$ cat config.mk
export PLATFORM = sky130hd
export DESIGN_NAME = exu_mc
export DESIGN_NICKNAME = d
export VERILOG_FILES = /design/src/rtl/exu_mc.sv
export SDC_FILE = /design/constraint.sdc
export NUM_CORES = 2
export LEC_CHECK = 0
export BUFFER_PORTS_ARGS = -buffer_cell sky130_fd_sc_hd__buf_4
export CORE_AREA = 2 2 391 393
export CTS_CLUSTER_DIAMETER = 30
export CTS_CLUSTER_SIZE = 8
export DETAILED_ROUTE_END_ITERATION = 7
export DIE_AREA = 0 0 393 395
export PLACE_DENSITY_LB_ADDON = 0.2
export SLEW_MARGIN = 0
export SYNTH_ARGS = -nofsm -noshare
export SYNTH_HDL_FRONTEND = slang
export SYNTH_SLANG_ARGS = --single-unit
$ cat constraint.sdc
create_clock -name clk -period 14.9 [get_ports clk]
set_input_delay 2.235 -clock clk [delete_from_list [all_inputs] [get_ports clk]]
set_output_delay 2.235 -clock clk [all_outputs]
set_load 0.02 [all_outputs]
$ cat src/rtl/exu_mc.sv
// exu_mc: in-order execution unit. Single-cycle ALU/branch ops, plus an iterative
// shift-add multiplier and restoring divider sharing one datapath behind valid/ready.
module exu_mc #(
    parameter int XLEN = 64,
    parameter int SHW  = $clog2(XLEN)
) (
    input  logic            clk,
    input  logic            rst,
    input  logic            flush,
    input  logic            in_valid,
    output logic            in_ready,
    input  logic [XLEN-1:0] in_a,
    input  logic [XLEN-1:0] in_b,
    input  logic [XLEN-1:0] in_pc,
    input  logic [XLEN-1:0] in_imm,
    input  logic [3:0]      in_alu_op,
    input  logic [3:0]      in_br_sel,
    output logic            out_valid,
    input  logic            out_ready,
    output logic [XLEN-1:0] out_result,
    output logic [XLEN-1:0] out_target,
    output logic            out_redirect
);
    localparam int CW = $clog2(XLEN) + 1;
    localparam logic [XLEN-1:0] SMIN = {1'b1, {(XLEN-1){1'b0}}};

    typedef enum logic [1:0] {IDLE, BUSY, HOLD} state_t;
    state_t state, state_nx;

    logic [CW-1:0]   cnt;
    logic [XLEN-1:0] acc, opq, opb;
    logic            is_div, is_rem, neg_q, neg_r;
    logic            accept, busy, finish;

    logic [XLEN-1:0] sc_res, sc_tgt;
    logic            sc_redir, sc_mc;
    logic            div_zero, div_ovf, op_sgn, a_neg, b_neg;

    assign div_zero = (in_b == '0);
    assign div_ovf  = (in_a == SMIN) && (in_b == '1);
    assign op_sgn   = (in_alu_op == 4'd11) || (in_alu_op == 4'd13);
    assign a_neg    = op_sgn && in_a[XLEN-1];
    assign b_neg    = op_sgn && in_b[XLEN-1];

    always_comb begin
        sc_res   = '0;
        sc_tgt   = '0;
        sc_redir = 1'b0;
        sc_mc    = 1'b0;
        if (in_br_sel >= 4'd1 && in_br_sel <= 4'd8) begin
            sc_tgt = in_pc + in_imm;
            case (in_br_sel)
                4'd1: sc_redir = (in_a == in_b);
                4'd2: sc_redir = (in_a != in_b);
                4'd3: sc_redir = $signed(in_a) < $signed(in_b);
                4'd4: sc_redir = $signed(in_a) >= $signed(in_b);
                4'd5: sc_redir = in_a < in_b;
                4'd6: sc_redir = in_a >= in_b;
                default: begin  // JAL / JALR
                    sc_redir = 1'b1;
                    sc_res   = in_pc + XLEN'(4);
                    if (in_br_sel == 4'd8) sc_tgt = (in_a + in_imm) & ~XLEN'(1);
                end
            endcase
        end else begin
            case (in_alu_op)
                4'd0:  sc_res = in_a + in_b;
                4'd1:  sc_res = in_a - in_b;
                4'd2:  sc_res = in_a & in_b;
                4'd3:  sc_res = in_a | in_b;
                4'd4:  sc_res = in_a ^ in_b;
                4'd5:  sc_res = in_a << in_b[SHW-1:0];
                4'd6:  sc_res = in_a >> in_b[SHW-1:0];
                4'd7:  sc_res = $unsigned($signed(in_a) >>> in_b[SHW-1:0]);
                4'd8:  sc_res = XLEN'($signed(in_a) < $signed(in_b));
                4'd9:  sc_res = XLEN'(in_a < in_b);
                4'd10: sc_mc  = 1'b1;
                // divide corner cases resolve here without iterating
                4'd11: if (div_zero) sc_res = '1; else if (div_ovf) sc_res = in_a; else sc_mc = 1'b1;
                4'd12: if (div_zero) sc_res = '1; else sc_mc = 1'b1;
                4'd13: if (div_zero) sc_res = in_a; else if (!div_ovf) sc_mc = 1'b1;
                4'd14: if (div_zero) sc_res = in_a; else sc_mc = 1'b1;
                default: sc_res = '0;
            endcase
        end
    end

    // Iteration 1 runs on the accept edge from the operands, the rest from registers.
    logic            step_div;
    logic [XLEN-1:0] s_acc, s_q, s_b, acc_nx, q_nx, b_nx, mag_a, mag_b, mc_res;
    logic [XLEN:0]   rem_sh, diff;

    assign busy     = (state == BUSY);
    assign mag_a    = a_neg ? -in_a : in_a;
    assign mag_b    = b_neg ? -in_b : in_b;
    assign step_div = busy ? is_div : (in_alu_op != 4'd10);
    assign s_acc    = busy ? acc : '0;
    assign s_q      = busy ? opq : (step_div ? mag_a : in_b);
    assign s_b      = busy ? opb : (step_div ? mag_b : in_a);
    assign rem_sh   = {s_acc, s_q[XLEN-1]};
    assign diff     = rem_sh - {1'b0, s_b};

    always_comb begin
        if (step_div) begin
            acc_nx = diff[XLEN] ? rem_sh[XLEN-1:0] : diff[XLEN-1:0];
            q_nx   = {s_q[XLEN-2:0], ~diff[XLEN]};
            b_nx   = s_b;
        end else begin
            acc_nx = s_acc + (s_q[0] ? s_b : '0);
            q_nx   = s_q >> 1;
            b_nx   = s_b << 1;
        end
        if (!is_div)     mc_res = acc_nx;
        else if (is_rem) mc_res = neg_r ? -acc_nx : acc_nx;
        else             mc_res = neg_q ? -q_nx : q_nx;
    end

    assign in_ready  = !rst && !flush && ((state == IDLE) || (state == HOLD && out_ready));
    assign accept    = in_valid && in_ready;
    assign finish    = busy && (cnt == CW'(2));  // counter steps to 1 on this edge
    assign out_valid = (state == HOLD);

    always_comb begin
        state_nx = state;
        case (state)
            IDLE:    if (accept) state_nx = sc_mc ? BUSY : HOLD;
            BUSY:    if (finish) state_nx = HOLD;
            HOLD:    if (out_ready) state_nx = accept ? (sc_mc ? BUSY : HOLD) : IDLE;
            default: state_nx = IDLE;
        endcase
        if (flush) state_nx = IDLE;
    end

    always_ff @(posedge clk) begin
        if (rst) begin
            state        <= IDLE;
            cnt          <= '0;
            acc          <= '0;
            opq          <= '0;
            opb          <= '0;
            is_div       <= 1'b0;
            is_rem       <= 1'b0;
            neg_q        <= 1'b0;
            neg_r        <= 1'b0;
            out_result   <= '0;
            out_target   <= '0;
            out_redirect <= 1'b0;
        end else begin
            state <= state_nx;
            if (accept && !sc_mc) begin
                out_result   <= sc_res;
                out_target   <= sc_tgt;
                out_redirect <= sc_redir;
            end else if (accept || busy) begin
                acc <= acc_nx;
                opq <= q_nx;
                opb <= b_nx;
                cnt <= accept ? CW'(XLEN) : cnt - CW'(1);
                if (accept) begin
                    is_div <= (in_alu_op != 4'd10);
                    is_rem <= (in_alu_op == 4'd13) || (in_alu_op == 4'd14);
                    neg_q  <= a_neg ^ b_neg;
                    neg_r  <= a_neg;
                end
                if (finish) begin
                    out_result   <= mc_res;
                    out_target   <= '0;
                    out_redirect <= 1'b0;
                end
            end
        end
    end
endmodule

## Word level (Yosys, flattened, before mapping)

Cells that the tools add are included.

| operators by class | value |
|---|---|
| shift-type cells | 3 |
| reductions and logical operators | 31 |
| magnitude comparators | 6 |
| eq/ne operators | 32 |
| muxes and demuxes | 50 |
| bitwise gates (word level) | 6 |
| div/mod/pow operators | 0 |
| $add $sub $neg | 12 |
| $mul | 0 |

Operators by type and width:

| operator | count |
|---|---|
| 64-bit 2-to-1 mux | 31 |
| 64-bit case mux with 13 select lines | 1 |
| 64-bit adder | 4 |
| 64-bit negation | 4 |
| 64-bit == test (second input constant) | 2 |
| 64-bit >= comparator | 2 |
| 64-bit less-than comparator | 2 |
| 65-bit by 64-bit subtractor with 65-bit output | 1 |
| 64-bit by 3-bit adder with 64-bit output (second input constant) | 1 |
| 64-bit AND | 1 |
| 64-bit == test | 1 |
| 64-bit logical NOT | 1 |
| 64-bit inequality test | 1 |
| 64-bit OR | 1 |
| 64-bit by 6-bit << shifter with 64-bit output | 1 |
| 64-bit by 6-bit >> shifter with 64-bit output | 1 |
| 64-bit by 6-bit >>> shifter with 64-bit output | 1 |
| 64-bit subtractor | 1 |
| 64-bit bitwise XOR | 1 |
| 4-bit == test (second input constant) | 8 |
| 4-bit by 3-bit == test with 1-bit output (second input constant) | 7 |
| 4-bit by 2-bit == test with 1-bit output (second input constant) | 4 |
| 1-bit logical AND | 10 |
| 2-bit 2-to-1 mux | 5 |
| 26 further kinds | 48 |

| storage, ports and cells | value |
|---|---|
| bits in read-only memories | 0 |
| logic and storage cells | 152 |
| bits in latches | 0 |
| bits in registers | 334 |
| memories kept | 0 |
| RAM bits | 0 |

## Depth between registers and ports, before layout

| logic depth | value |
|---|---|
| word-level depth | 16 |
| gate-level depth with buffers | 43 |

## Worst setup path after synthesis

No wires, ideal clock.

| path | value |
|---|---|
| path kind | in2reg |
| from | input in_b[1] |
| to | register out_result[56] |
| setup time | 0.138 ns |
| stages | 40 |
| path slack | 3.390 ns |
| arrival | 11.372 ns |
| cell sequence | clkbuf_1 > buf_1 > inv_1 > buf_1 > clkbuf_1 > buf_1 > ha_1 > nor3b_1 > and4_1 > nand3b_1 > or2_2 > o41ai_1 > a21boi_0 > o21ai_0 > xnor2_1 > o211ai_1 > o21ai_0 > ha_1 > [... 4 more ...] > a21oi_1 > o21ai_4 > xnor2_1 > buf_2 > buf_1 > o21ai_0 > ha_1 > and4_1 > nand2_1 > or3_1 > clkbuf_1 > nor3_1 > nand4b_1 > o31ai_1 > xnor2_1 > a221o_1 > nor3_1 > o221ai_1 |

| between the ends | value |
|---|---|
| longest elaborated chain between the ends | 14 |
| elaborated cells on any way between the ends | 46 |
| classes of those cells | add/sub: 7; eq/ne: 1; shift: 3; mux: 27; bitwise: 1; reduce/logical: 7 |

Ends and longest elaborated chain:

| element | RTL line | source |
|---|---|---|
| from (decl) | 13 | `input logic [XLEN-1:0] in_b,` |
| 64-bit negation | 95 | `assign mag_b = b_neg ? -in_b : in_b;` |
| 64-bit 2-to-1 mux | 95 |  |
| 64-bit 2-to-1 mux (2 in series) | 99 | `assign s_b = busy ? opb : (step_div ? mag_b : in_a);` |
| 65-bit by 64-bit subtractor with 65-bit output or 64-bit 2-to-1 mux (tied branches) | 101, 109 |  |
| 64-bit 2-to-1 mux (tied with other cells) | 105 | `acc_nx = diff[XLEN] ? rem_sh[XLEN-1:0] : diff[XLEN-1:0];` |
| 64-bit 2-to-1 mux | 104 | `if (step_div) begin` |
| 64-bit negation (on tied branches) | 114, 115 |  |
| 64-bit 2-to-1 mux (on tied branches) | 114, 115 |  |
| 64-bit 2-to-1 mux | 114 | `else if (is_rem) mc_res = neg_r ? -acc_nx : acc_nx;` |
| 64-bit 2-to-1 mux | 113 | `if (!is_div) mc_res = acc_nx;` |
| 64-bit 2-to-1 mux | 165 | `if (finish) begin` |
| 64-bit 2-to-1 mux | 154 | `end else if (accept \|\| busy) begin` |
| 64-bit 2-to-1 mux | 150 | `if (accept && !sc_mc) begin` |
| to (signal assigned) | 151 | `out_result <= sc_res;` |
| to (signal assigned) | 166 | `out_result <= mc_res;` |
| to (decl) | 20 | `output logic [XLEN-1:0] out_result,` |

Parallel ways exist; a longest one is shown, timed or not. The select of a mux whose other input is x is not followed.
A chain may end at the register's enable or synchronous reset.

## Worst setup path in the final report

| path | value |
|---|---|
| from | input in_b[12] |
| to | register out_result[56] |

Same word-level chain as after synthesis.

==> metrics.txt <==
layout cells sized above 1 11.97%; DP HPWL 312.0 mm; syn_nets 9623; crit-path max FO 12; Cell Rows roughly 140; Cells after Synth 8895; CP startpoint in_b[12]; final critical-path share of the clock period 85.01%; via count 77.97k; clk_lat worst skew between 700 and 800 ps; CTS max path bufs 3; Initial Util 39.83%; vias in the first global route roughly 71k; Post-DP Area 64960 sq um; Cell Count Post-Placement 10.84k; pin count of the biggest net entering global routing ~160; Leak 27.92 nW; Residual DRC 1; Hold Crit Class reg -> reg; Fin. Hold Viols 0; Layout Cell Area excl Fill roughly 69000 sq um; Area Overhead vs Synth 15.15%; post-synthesis sequential area ratio 11.10%; HP Start opb[7]; Main synth FF type dfxtp_1; critical path's slowest cell nor4_1; Crit path largest cell delay approximately 970 ps; Period minus WS final between 10000 and 15000 ps; I/O Buffers 399; cts hold-fix bufs 0; Synth top cells by count 1160 x nor2_1, 901 x a21oi_1, 852 x nand2_1, 564 x clkbuf_1, 545 x o21ai_0; H-tree Lvls 3; Via density 7.026; Setup Skew 70.31 ps; maximum VDD drop 0.00008825 V; Die ar. 155200 sq um; Post-DRT Antenna Nets 0; post-CTS setup buffer count 0; final hold slack roughly 450 ps; Worst-path clk slew 50 ps; unrepaired setup endpoints after global routing false; root buf cell clkbuf_16; Cell Pwr Density 82.93 nW/um^2; status finished, violations left; worst slew pin tran 1595 ps; Finished Core Util 45.86%; Boundary Pins 400; fillers between 15k and 20k; GP Congestion 1.121; total CTS buffers 117; first-pass GRT wire length 553.8 mm; critical path startpoint category input port; core region area 151200 sq um; library cells used by synthesis approximately 110; type of the worst setup path in -> reg; initial DRC count 12.45k; Die H about 400 um; ys async rst share 0%; Critical Path AT between 10000 and 15000 ps; Non-Filler Instances around 11k; Final setup viols 0; most common cell in the synthesized netlist nor2_1; synthesized cell area ~60000 sq um; EDFF count, synth 0; grt total ovfl 0; Max Freq 78.95 MHz; failing checks design-rule violations, max-capacitance violations, max-slew violations; worst reg2reg setup slack around 5100 ps; DR WL/cell 36.32 um; number of synthesized register bits 334; endpoint type of the worst setup path flop; initial antenna violation count 62; hold depth 2; Ys Warns 0; Slew Viols, Final 3; post_cts resized 0; share of Yosys cell area claimed by the top area cell type 11.10%; RR Endpoint out_result[61]; Tot GR Track Use 49.77%; max-cap viol count 3; Relative slew margins -7.471%; CTS tree done; final net count 9662; Routed WL 403.1 mm; FF-to-FF Start state[1]; Synth area leader dfxtp_1; Worst Hold End opb[7]; Mapped Avg Cell Area approximately 6.8 sq um; DIE WIDTH 393 um; Initial DRT Pass Iterations 8; cells taking the most area after synthesis dfxtp_1 11%, ha_1 9.4%, a21oi_1 7.5%; Reg2Reg Depth 24; critical path required time 15490 ps; total clock sinks about 330; setup_tns 0 ps
-- layout make-up --
class	count	area (sq um)	area share (%)
Tap cell	2030	2540	3.663
Multi-Input combinational cell	7590	50080	72.22
Inverter	287	1081	1.559
Antenna cell	36	90.09	0.1299
Sequential cell	334	6693	9.652
Clock inverter	71	1039	1.498
Clock buffer	146	3197	4.610
Timing Repair Buffer	604	4623	6.668
-- cell usage in the layout (no fill, tap or decap), types with 62 or more instances in the layout --
master,count
xnor2_1,307
o22ai_1,121
nand2b_1,80
a211oi_1,198
nand4_1,121
a31oi_1,114
and2_1,110
a22oi_1,129
a221oi_1,92
nand3_1,239
clkbuf_16,117
ha_1,453
a21oi_1,901
nor3_1,198
and3_1,64
o21ai_0,544
mux4_2,93
dfxtp_1,331
mux2i_1,246
o21bai_1,104
nor2_1,1146
inv_1,282
o221ai_1,62
nand2_1,848
buf_4,593
o211ai_1,77
xor2_1,161
a21o_1,189
o31ai_1,80
-- state kept, by name, indices dropped and copies added, names as in the netlist, 2 cells and up --
name	count
cnt	7
out_result	64
opq	64
state	2
out_target	64
acc	64
opb	64
-- per-stage QoR --
step | setup WS [ps] | power (mW)
CTS | 2463 | 5.632
detailed placement | 1753 | 2.943
finish | 2233 | 5.750
global placement | 1852 | 2.949
global route | 1791 | 5.873
floorplan | 3390 | 2.144
-- cell families after synthesis --
logic type,share of synthesized area (%)
AO/OA/AOI/OAI,33.75
adder cells (fa/ha/maj),9.612
AND/OR/NAND/NOR,24.29
XOR/XNOR,6.849
flip-flops,11.10
multiplexers,8.257
buffers and inverters,6.132
-- how the worst max path moves through the flow --
stage,end,depth (start not counted)
after CTS,out_result[61],31
final,out_result[56],33
after global placement,out_result[56],33
after floorplan,out_result[56],40
after global routing,out_result[61],31
after detailed placement,out_result[56],33
-- worst max-delay path: cells and delay by family --
| family | cells | cell delay (ps) |
|---|---|---|
| simple gates | 13 | 6270 |
| compound gates | 13 | 3090 |
| fa+ha+maj | 2 | 770 |
| xor+xnor | 3 | 460 |
| buf+inv | 2 | 380 |
-- routing by layer --
metal | up-vias | wire [um] | share of wire (%) | track usage [%]
met1 | 37230 | 148800 | 37 | 60.06
met2 | 5999 | 160700 | 40 | 70.17
li1 | 33150 | - | - | -
met4 | 44 | 38700 | 9.6 | 38.96
met5 | - | 287 | 0.071 | 0
met3 | 1545 | 54580 | 14 | 19.10
-- power breakdown --
group / internal (mW) / switching, mW / total, mW
clock network: 1.85 / 0.838 / 2.69
logic: 0.656 / 1.45 / 2.11
registers: 0.919 / 0.0338 / 0.953
total: 3.43 / 2.32 / 5.75
Power figures use the tool's default switching activity.
